--- src/rtl/tenthirty_if.sv ---
// Deck draw bus: the controller pulses pip, and the deck answers with number
// on the following cycle. empty is the deck's exhausted flag.
interface tenthirty_if;
    logic       pip;
    logic [3:0] number;
    logic       empty;

    modport master (output pip, input number, input empty);
    modport slave  (input pip, output number, output empty);
endinterface

--- src/rtl/tenthirty_ctrl.sv ---
// Ten-and-a-half game controller. Draws cards from the deck over the draw bus,
// scores them in half-points, plays the player hand and then the dealer hand,
// and reports the winner.
module tenthirty_ctrl #(
    parameter int PLAYER_TH = 14,
    parameter int DEALER_TH = 16,
    parameter int MAX_CARDS = 5
) (
    input  logic        clk,
    input  logic        rst_n,
    input  logic        start,
    tenthirty_if.master deck,
    output logic        busy,
    output logic        done,
    output logic [1:0]  result,
    output logic [5:0]  player_pts,
    output logic [5:0]  dealer_pts
);

    localparam int CW = $clog2(MAX_CARDS + 1);

    localparam logic [1:0] RES_ABORT  = 2'b00;
    localparam logic [1:0] RES_PLAYER = 2'b01;
    localparam logic [1:0] RES_DEALER = 2'b10;
    localparam logic [1:0] RES_TIE    = 2'b11;

    typedef enum logic [3:0] {
        IDLE, P_REQ, P_CAP, P_CHK, D_REQ, D_CAP, D_CHK, JUDGE, DONE
    } state_t;

    state_t        state_q, state_d;
    logic          pip_q, pip_d;
    logic [1:0]    result_q, result_d;
    logic [5:0]    ppts_q, ppts_d;
    logic [5:0]    dpts_q, dpts_d;
    logic [CW-1:0] pcnt_q, pcnt_d;
    logic [CW-1:0] dcnt_q, dcnt_d;
    logic [5:0]    card_val;
    logic          p_stand, d_stand;

    // Face cards score half a point, number cards score their face value.
    always_comb begin
        card_val = 6'd1;
        if (deck.number >= 4'd1 && deck.number <= 4'd10)
            card_val = {1'b0, deck.number, 1'b0};
    end

    // Stand decisions from the registered totals and card counts.
    always_comb begin
        p_stand = (ppts_q >= 6'(PLAYER_TH)) || (ppts_q == 6'd21) || (pcnt_q == CW'(MAX_CARDS));
        d_stand = (dpts_q >= 6'(DEALER_TH)) || (dpts_q == 6'd21) || (dcnt_q == CW'(MAX_CARDS));
    end

    // Next-state and datapath updates. pip is decided on the cycle that enters
    // a REQ state so it is a clean registered pulse; a REQ state entered with
    // pip low means the deck was empty and the game aborts.
    always_comb begin
        state_d  = state_q;
        pip_d    = 1'b0;
        result_d = result_q;
        ppts_d   = ppts_q;
        dpts_d   = dpts_q;
        pcnt_d   = pcnt_q;
        dcnt_d   = dcnt_q;
        unique case (state_q)
            IDLE: begin
                if (start) begin
                    result_d = RES_ABORT;
                    ppts_d   = '0;
                    dpts_d   = '0;
                    pcnt_d   = '0;
                    dcnt_d   = '0;
                    if (deck.empty) begin
                        state_d = DONE;
                    end else begin
                        state_d = P_REQ;
                        pip_d   = 1'b1;
                    end
                end
            end
            P_REQ: begin
                if (pip_q) state_d = P_CAP;
                else begin
                    state_d  = DONE;
                    result_d = RES_ABORT;
                end
            end
            P_CAP: begin
                if (deck.number == 4'd0) begin
                    state_d  = DONE;
                    result_d = RES_ABORT;
                end else begin
                    ppts_d  = ppts_q + card_val;
                    pcnt_d  = pcnt_q + 1'b1;
                    state_d = P_CHK;
                end
            end
            P_CHK: begin
                if (ppts_q > 6'd21) begin
                    state_d  = DONE;
                    result_d = RES_DEALER;
                end else begin
                    state_d = p_stand ? D_REQ : P_REQ;
                    pip_d   = !deck.empty;
                end
            end
            D_REQ: begin
                if (pip_q) state_d = D_CAP;
                else begin
                    state_d  = DONE;
                    result_d = RES_ABORT;
                end
            end
            D_CAP: begin
                if (deck.number == 4'd0) begin
                    state_d  = DONE;
                    result_d = RES_ABORT;
                end else begin
                    dpts_d  = dpts_q + card_val;
                    dcnt_d  = dcnt_q + 1'b1;
                    state_d = D_CHK;
                end
            end
            D_CHK: begin
                if (dpts_q > 6'd21) begin
                    state_d  = DONE;
                    result_d = RES_PLAYER;
                end else if (d_stand) begin
                    state_d = JUDGE;
                end else begin
                    state_d = D_REQ;
                    pip_d   = !deck.empty;
                end
            end
            JUDGE: begin
                state_d = DONE;
                if (ppts_q > dpts_q)      result_d = RES_PLAYER;
                else if (dpts_q > ppts_q) result_d = RES_DEALER;
                else                      result_d = RES_TIE;
            end
            DONE: state_d = IDLE;
            default: state_d = IDLE;
        endcase
    end

    // State and datapath registers; reset also kills any pending draw.
    always_ff @(posedge clk) begin
        if (!rst_n) begin
            state_q  <= IDLE;
            pip_q    <= 1'b0;
            result_q <= '0;
            ppts_q   <= '0;
            dpts_q   <= '0;
            pcnt_q   <= '0;
            dcnt_q   <= '0;
        end else begin
            state_q  <= state_d;
            pip_q    <= pip_d;
            result_q <= result_d;
            ppts_q   <= ppts_d;
            dpts_q   <= dpts_d;
            pcnt_q   <= pcnt_d;
            dcnt_q   <= dcnt_d;
        end
    end

    assign deck.pip   = pip_q;
    assign busy       = (state_q != IDLE);
    assign done       = (state_q == DONE);
    assign result     = result_q;
    assign player_pts = ppts_q;
    assign dealer_pts = dpts_q;

endmodule

--- src/flat_wrapper.sv ---
// flat-port wrapper written by rule: the top's interface ports become plain ports
module tenthirty_ctrl_flat 
#(
    parameter int PLAYER_TH = 14,
    parameter int DEALER_TH = 16,
    parameter int MAX_CARDS = 5
)
  (clk, rst_n, start, busy, done, result, player_pts, dealer_pts, deck_pip, deck_number, deck_empty);
  tenthirty_if deck_i ();
  input  logic clk;
  input  logic rst_n;
  input  logic start;
  output logic busy;
  output logic done;
  output logic [1:0] result;
  output logic [5:0] player_pts;
  output logic [5:0] dealer_pts;
  output wire logic [$bits(deck_i.pip)-1:0] deck_pip;
  input wire logic [$bits(deck_i.number)-1:0] deck_number;
  input wire logic [$bits(deck_i.empty)-1:0] deck_empty;
  assign deck_pip = deck_i.pip;
  assign deck_i.number = deck_number;
  assign deck_i.empty = deck_empty;
  tenthirty_ctrl #(.PLAYER_TH(PLAYER_TH), .DEALER_TH(DEALER_TH), .MAX_CARDS(MAX_CARDS)) u_core (.clk(clk), .rst_n(rst_n), .start(start), .deck(deck_i), .busy(busy), .done(done), .result(result), .player_pts(player_pts), .dealer_pts(dealer_pts));
endmodule
--- config.mk ---
export PLATFORM = sky130hd
export DESIGN_NAME = tenthirty_ctrl_flat
export DESIGN_NICKNAME = d
export VERILOG_FILES = /design/src/rtl/tenthirty_if.sv /design/src/rtl/tenthirty_ctrl.sv /design/src/flat_wrapper.sv
export SDC_FILE = /design/constraint.sdc
export NUM_CORES = 1
export LEC_CHECK = 0
export ABC_AREA = 1
export CAP_MARGIN = 30
export CELL_PAD_IN_SITES_DETAIL_PLACEMENT = 1
export CELL_PAD_IN_SITES_GLOBAL_PLACEMENT = 1
export CORE_ASPECT_RATIO = 1.5
export CORE_MARGIN = 2
export CORE_UTILIZATION = 25
export DETAILED_ROUTE_END_ITERATION = 7
export PLACE_DENSITY = 0.53
export SLEW_MARGIN = 5
export SYNTH_ARGS = -nofsm -noshare
export SYNTH_HDL_FRONTEND = slang
export SYNTH_SLANG_ARGS = --single-unit
--- constraint.sdc ---
create_clock -name clk -period 2.5 [get_ports clk]
set_input_delay 0.5 -clock clk [delete_from_list [all_inputs] [get_ports clk]]
set_output_delay 0.5 -clock clk [all_outputs]
set_load 0.01 [all_outputs]
# Word level (Yosys, flattened, before mapping)
# Index checks and enable logic that the tools add are counted.
# word_totals
input_bits,8
out_inout_bits,17
reg_bits,25
# classes
mux,36
reduce_logical,17
order_cmp,8
n_addsub,4
eq_ne,19
# op_table
cell,n
4-bit two-way mux,8
4-bit one-hot mux with 8 select lines,1
6-bit one-hot mux with 2 select lines,2
6-bit two-way mux,3
4-bit by 3-bit == test with 1-bit output (second input constant),4
2-bit two-way mux,7
6-bit by 5-bit adder with 6-bit output,2
6-bit by 5-bit == test with 1-bit output (second input constant),2
6-bit by 5-bit > comparator with 1-bit output (second input constant),2
6-bit > comparator,2
3-bit two-way mux,4
2-bit one-hot mux with 6 select lines,1
3-bit one-hot mux with 2 select lines,2
4-bit by 2-bit == test with 1-bit output (second input constant),2
4-bit zero test,2
2-bit != test (second input constant),4
3-bit by 1-bit adder with 3-bit output (second input constant),2
3-bit == test (second input constant),2
6-bit by 4-bit >= comparator with 1-bit output (second input constant),1
6-bit by 5-bit >= comparator with 1-bit output (second input constant),1
1-bit two-way mux,6
2-bit by 1-bit != test with 1-bit output (second input constant),3
3-bit AND reduction,2
6-bit AND reduction,1
13 further kinds,18

# Longest topological paths before layout
# logic_depth
ltp_word,6
mapped_depth,15
depth_no_buf,15

# Least setup slack after synthesis
# No wires, ideal clock.
# synth_timing
path_kind,in2reg
start,input deck_number[0]
end,register u_core.ppts_q[4] (netlist: u_core.player_pts[4])
setup_time_ps,67
arrival_ps,1642
slack_ps,790
path_stages,13
path_cell_list,nand2_1 nand2_2 nand2_4 nand2_1 ha_1 ha_1 inv_1 nand2_1 nand3_1 nand2_1 nand3_1 nand3_1 a21oi_2
# synth_between
elab_chain_cells,6
elab_cells_between_ends,10
cone_classes,1 x add/sub; 2 x order compare; 1 x eq/ne; 3 x mux; 3 x reduce/logical
# synth_lines
element,line_no,source
start: declaration,flat_wrapper.sv:19,input wire logic [$bits(deck_i.number)-1:0] deck_number;
4-bit by 1-bit >= comparator with 1-bit output or 4-bit <= comparator (tied branches),tenthirty_ctrl.sv:44,if (deck.number >= 4'd1 && deck.number <= 4'd10)
1-bit logical AND,tenthirty_ctrl.sv:44,
5-bit two-way mux,tenthirty_ctrl.sv:44,
6-bit by 5-bit adder with 6-bit output,tenthirty_ctrl.sv:93,ppts_d = ppts_q + card_val;
6-bit two-way mux,tenthirty_ctrl.sv:89,if (deck.number == 4'd0) begin
6-bit one-hot mux with 2 select lines,tenthirty_ctrl.sv:65,unique case (state_q)
end signal: assignment,tenthirty_ctrl.sv:160,ppts_q <= ppts_d;
end: declaration,tenthirty_ctrl.sv:34,"logic [5:0] ppts_q, ppts_d;"
# Parallel ways exist; a longest one is shown, timed or not. The select of a mux whose other input is x is not followed.
# A chain may end at the register's enable or synchronous reset.

# Worst setup path in the final report
# layout_timing
start,register u_core.state_q[1]
end,output busy
# layout_between
elab_chain_cells,1
# layout_lines
element,line_no,source
start: declaration,tenthirty_ctrl.sv:31,"state_t state_q, state_d;"
start signal: assignment,tenthirty_ctrl.sv:157,state_q <= state_d;
4-bit nonzero test,tenthirty_ctrl.sv:168,assign busy = (state_q != IDLE);
end: declaration,flat_wrapper.sv:13,output logic busy;
# No other way between the ends.

==> flow_summary.json <==
{
  "yosys-top-cells-area": "dfxtp_1 (25%), nand2_1 (13%), ha_1 (9.8%), inv_1 (8.8%), a21oi_1 (5.4%)",
  "synthSimpleGateAreaFrac_pct": 43.0,
  "root_buffer": "clkbuf_16",
  "antenna_found_initial": 0,
  "fin_hold_ws_ns": 0.493,
  "std_cell_rows": 40,
  "clkSlewWorstSetupHoldPaths_ns": 0.07,
  "crit_path_cell_trace": "nor2_2, inv_2, nor2_4, inv_2, clkdlybuf4s50_1",
  "cts_tree": "done",
  "synthXorXnorAreaFrac_pct": 0.429,
  "slew_violations": 0,
  "ys_warn_count": 0,
  "drt_wl_total_um": 6420,
  "status": "finished clean",
  "syn_nets": 331,
  "die_x_um": 77.8,
  "critPathMaxStageDelay_ns": 0.55,
  "hold_viol_final": 0,
  "hpwl_um": 5430,
  "clock.fmax_mhz": 479,
  "min_path_type": "register to register",
  "async_flop_share_pct": 0,
  "coreArea_sq_um": 7960,
  "utilization_pct": 31.8,
  "min_period_ns": 2.09,
  "cp-start-kind": "register",
  "powerDensity_nw_per_um2": 392,
  "drt-initial-drc-count": 48,
  "cts_resized": 0,
  "ant_nets": 0,
  "cts_buffer_depth": 2,
  "grt_max_degree": 14,
  "worstPathRequired_ns": 2.00,
  "die_h_um": 115,
  "grt_use_total_pct": 15.2,
  "cp_max_fo": 5,
  "area_growth_pct": 23.9,
  "yosys.area_share.adder_pct": 9.81,
  "synth_edf_count": 0,
  "io_pins": 25,
  "synth_seq_cells": 25,
  "synth_compound_area_share_pct": 11.4,
  "drive_above_1_share_pct": 18.0,
  "skew_ns": 0.00424,
  "synth_top_area_share_pct": 24.5,
  "viasPerCell": 4.65,
  "syn_area_sq_um": 2040,
  "critPathCaptureType": "output pin",
  "syn-instance-count": 307,
  "cts_buffers": 3,
  "ys.flop_type": "dfxtp_1",
  "dr.pass1.iters": 4,
  "finalSetupViolCount": 0,
  "ys_seq_area_share_pct": 24.5,
  "slew_headroom_pct": 51.2,
  "vdd_drop_max_mv": 0.226,
  "route.vias.total": 2063,
  "power_leakage_nw": 1.19,
  "p_total_mw": 0.990,
  "cap_violations": 0,
  "critPathArrivalTime_ns": 1.59,
  "tns_ns": 0,
  "yosysUniqueCellTypes": 33,
  "cts_sinks": 25,
  "dp_cells": 440,
  "crit_top_cell": "inv_2",
  "drcViolationCount": 0,
  "yosys-mux-area-fraction_pct": 0,
  "slowest_stage": "clkdlybuf4s50_1",
  "yosysMostFrequentCell": "nand2_1",
  "synth_top_family_by_area": "simple AND/OR/NAND/NOR gates",
  "clock_latency_ns": 0.26,
  "grt_setup_unrepaired": "no",
  "fin_cells": 444,
  "portBuffers": 24,
  "fin_crit_sh_pct": 83.5,
  "cts_setup_buffers": 0,
  "ctsHoldBuffers": 0,
  "wl_per_cell_um": 14.5,
  "synthTopCellsByCount": "nand2_1 (70), inv_1 (48), dfxtp_1 (25), nor2_1 (25), a21oi_1 (22)",
  "place.gp.congestion": 0.796,
  "initial_utilization_pct": 25.6,
  "path_class": "register to output pin",
  "syn_area_per_cell_sq_um": 6.65,
  "grt-ovfl-total": 0,
  "grt_pass1_wl_um": 10600,
  "cts_htree_levels": 1,
  "diodes": 0,
  "synth_top_area_cell": "dfxtp_1",
  "die_area_sq_um": 8920,
  "grt_pass1_vias": 2159,
  "worst_pin_slew_ns": 0.714,
  "final_net_count": 364
}
[sequential cells by signal, summed over array words and instances, names as in the netlist]
register           flops
u_core.dealer_pts      6
u_core.player_pts      6
u_core.state_q         4
u_core.dcnt_q          3
u_core.pcnt_q          3
u_core.result          2
u_core.deck.pip        1
[path summary, 6_finish.rpt]
path,startpoint,to,cells after the start,slack (ns)
worst min-delay path,u_core.dcnt_q[1],u_core.dcnt_q[1],2,0.49
worst max register to register,u_core.dealer_pts[5],u_core.result[1],11,0.73
worst min register to register,u_core.dcnt_q[1],u_core.dcnt_q[1],2,0.49
worst max-delay path,u_core.state_q[1],busy,5,0.41
[cells by family (layout without fill, tap and decap cells)]
kind of cell	Yosys count	count (layout)
compound gates	40	40
xor+xnor	1	1
fa+ha+maj	16	16
buf+inv	58	90
flops	25	25
simple gates	167	167
[final cells by class]
class | instances | area [sq um]
inverters | 56 | 213
clock buffers | 4 | 78.8
fillers | 1033 | 5430
well taps | 105 | 131
repair buffers | 30 | 285
multi-input cells | 224 | 1320
flip-flops and latches | 25 | 500
[per-stage QoR]
stage	setup WS, ns	area [sq um]
after floorplan	0.790	2040
after global placement	0.161	2450
after detailed placement	0.128	2450
after CTS	0.386	2530
after global routing	0.211	2530
final	0.412	2530
[per-layer routing]
metal / GRT usage [%] / part of all wire (%) / vias to the layer above / wire length [um]
met5: 0 / 0 / - / 0
met4: 6.79 / 3.4 / 0 / 217
met3: 1.03 / 1.8 / 14 / 113
met2: 29.9 / 54 / 34 / 3480
met1: 16.1 / 41 / 964 / 2610
li1: - / - / 1051 / -
[critical path, delay by kind of cell, from the launching register on]
kind,cells,cell delay [ns]
flip-flops,1,0.45
buffers and inverters,3,0.76
AND/OR/NAND/NOR,2,0.11
[layout by cell type, fill, tap and decap left out, drive strengths merged]
cell type / netlist / final
o211a: 1 / 1
nand4: 6 / 6
clkdlybuf4s50: 0 / 24
inv: 56 / 56
o21ai: 8 / 8
nand3: 31 / 31
buf: 1 / 6
a2111oi: 1 / 1
or2: 4 / 4
o211ai: 3 / 3
clkbuf: 1 / 4
nand2: 85 / 85
xor2: 1 / 1
nor2: 31 / 31
dfxtp: 25 / 25
ha: 16 / 16
a221oi: 1 / 1
nor3: 9 / 9
and3: 1 / 1
o22ai: 1 / 1
a21oi: 25 / 25
[report_power, final]
group / leakage, nW / internal (mW) / switching, mW
Clock: 0.0382 / 0.219 / 0.152
Sequential: 0.202 / 0.406 / 0.00536
Combinational: 0.953 / 0.0764 / 0.131
Total: 1.19 / 0.701 / 0.289
Note: power is estimated with default switching activity, not from simulation.
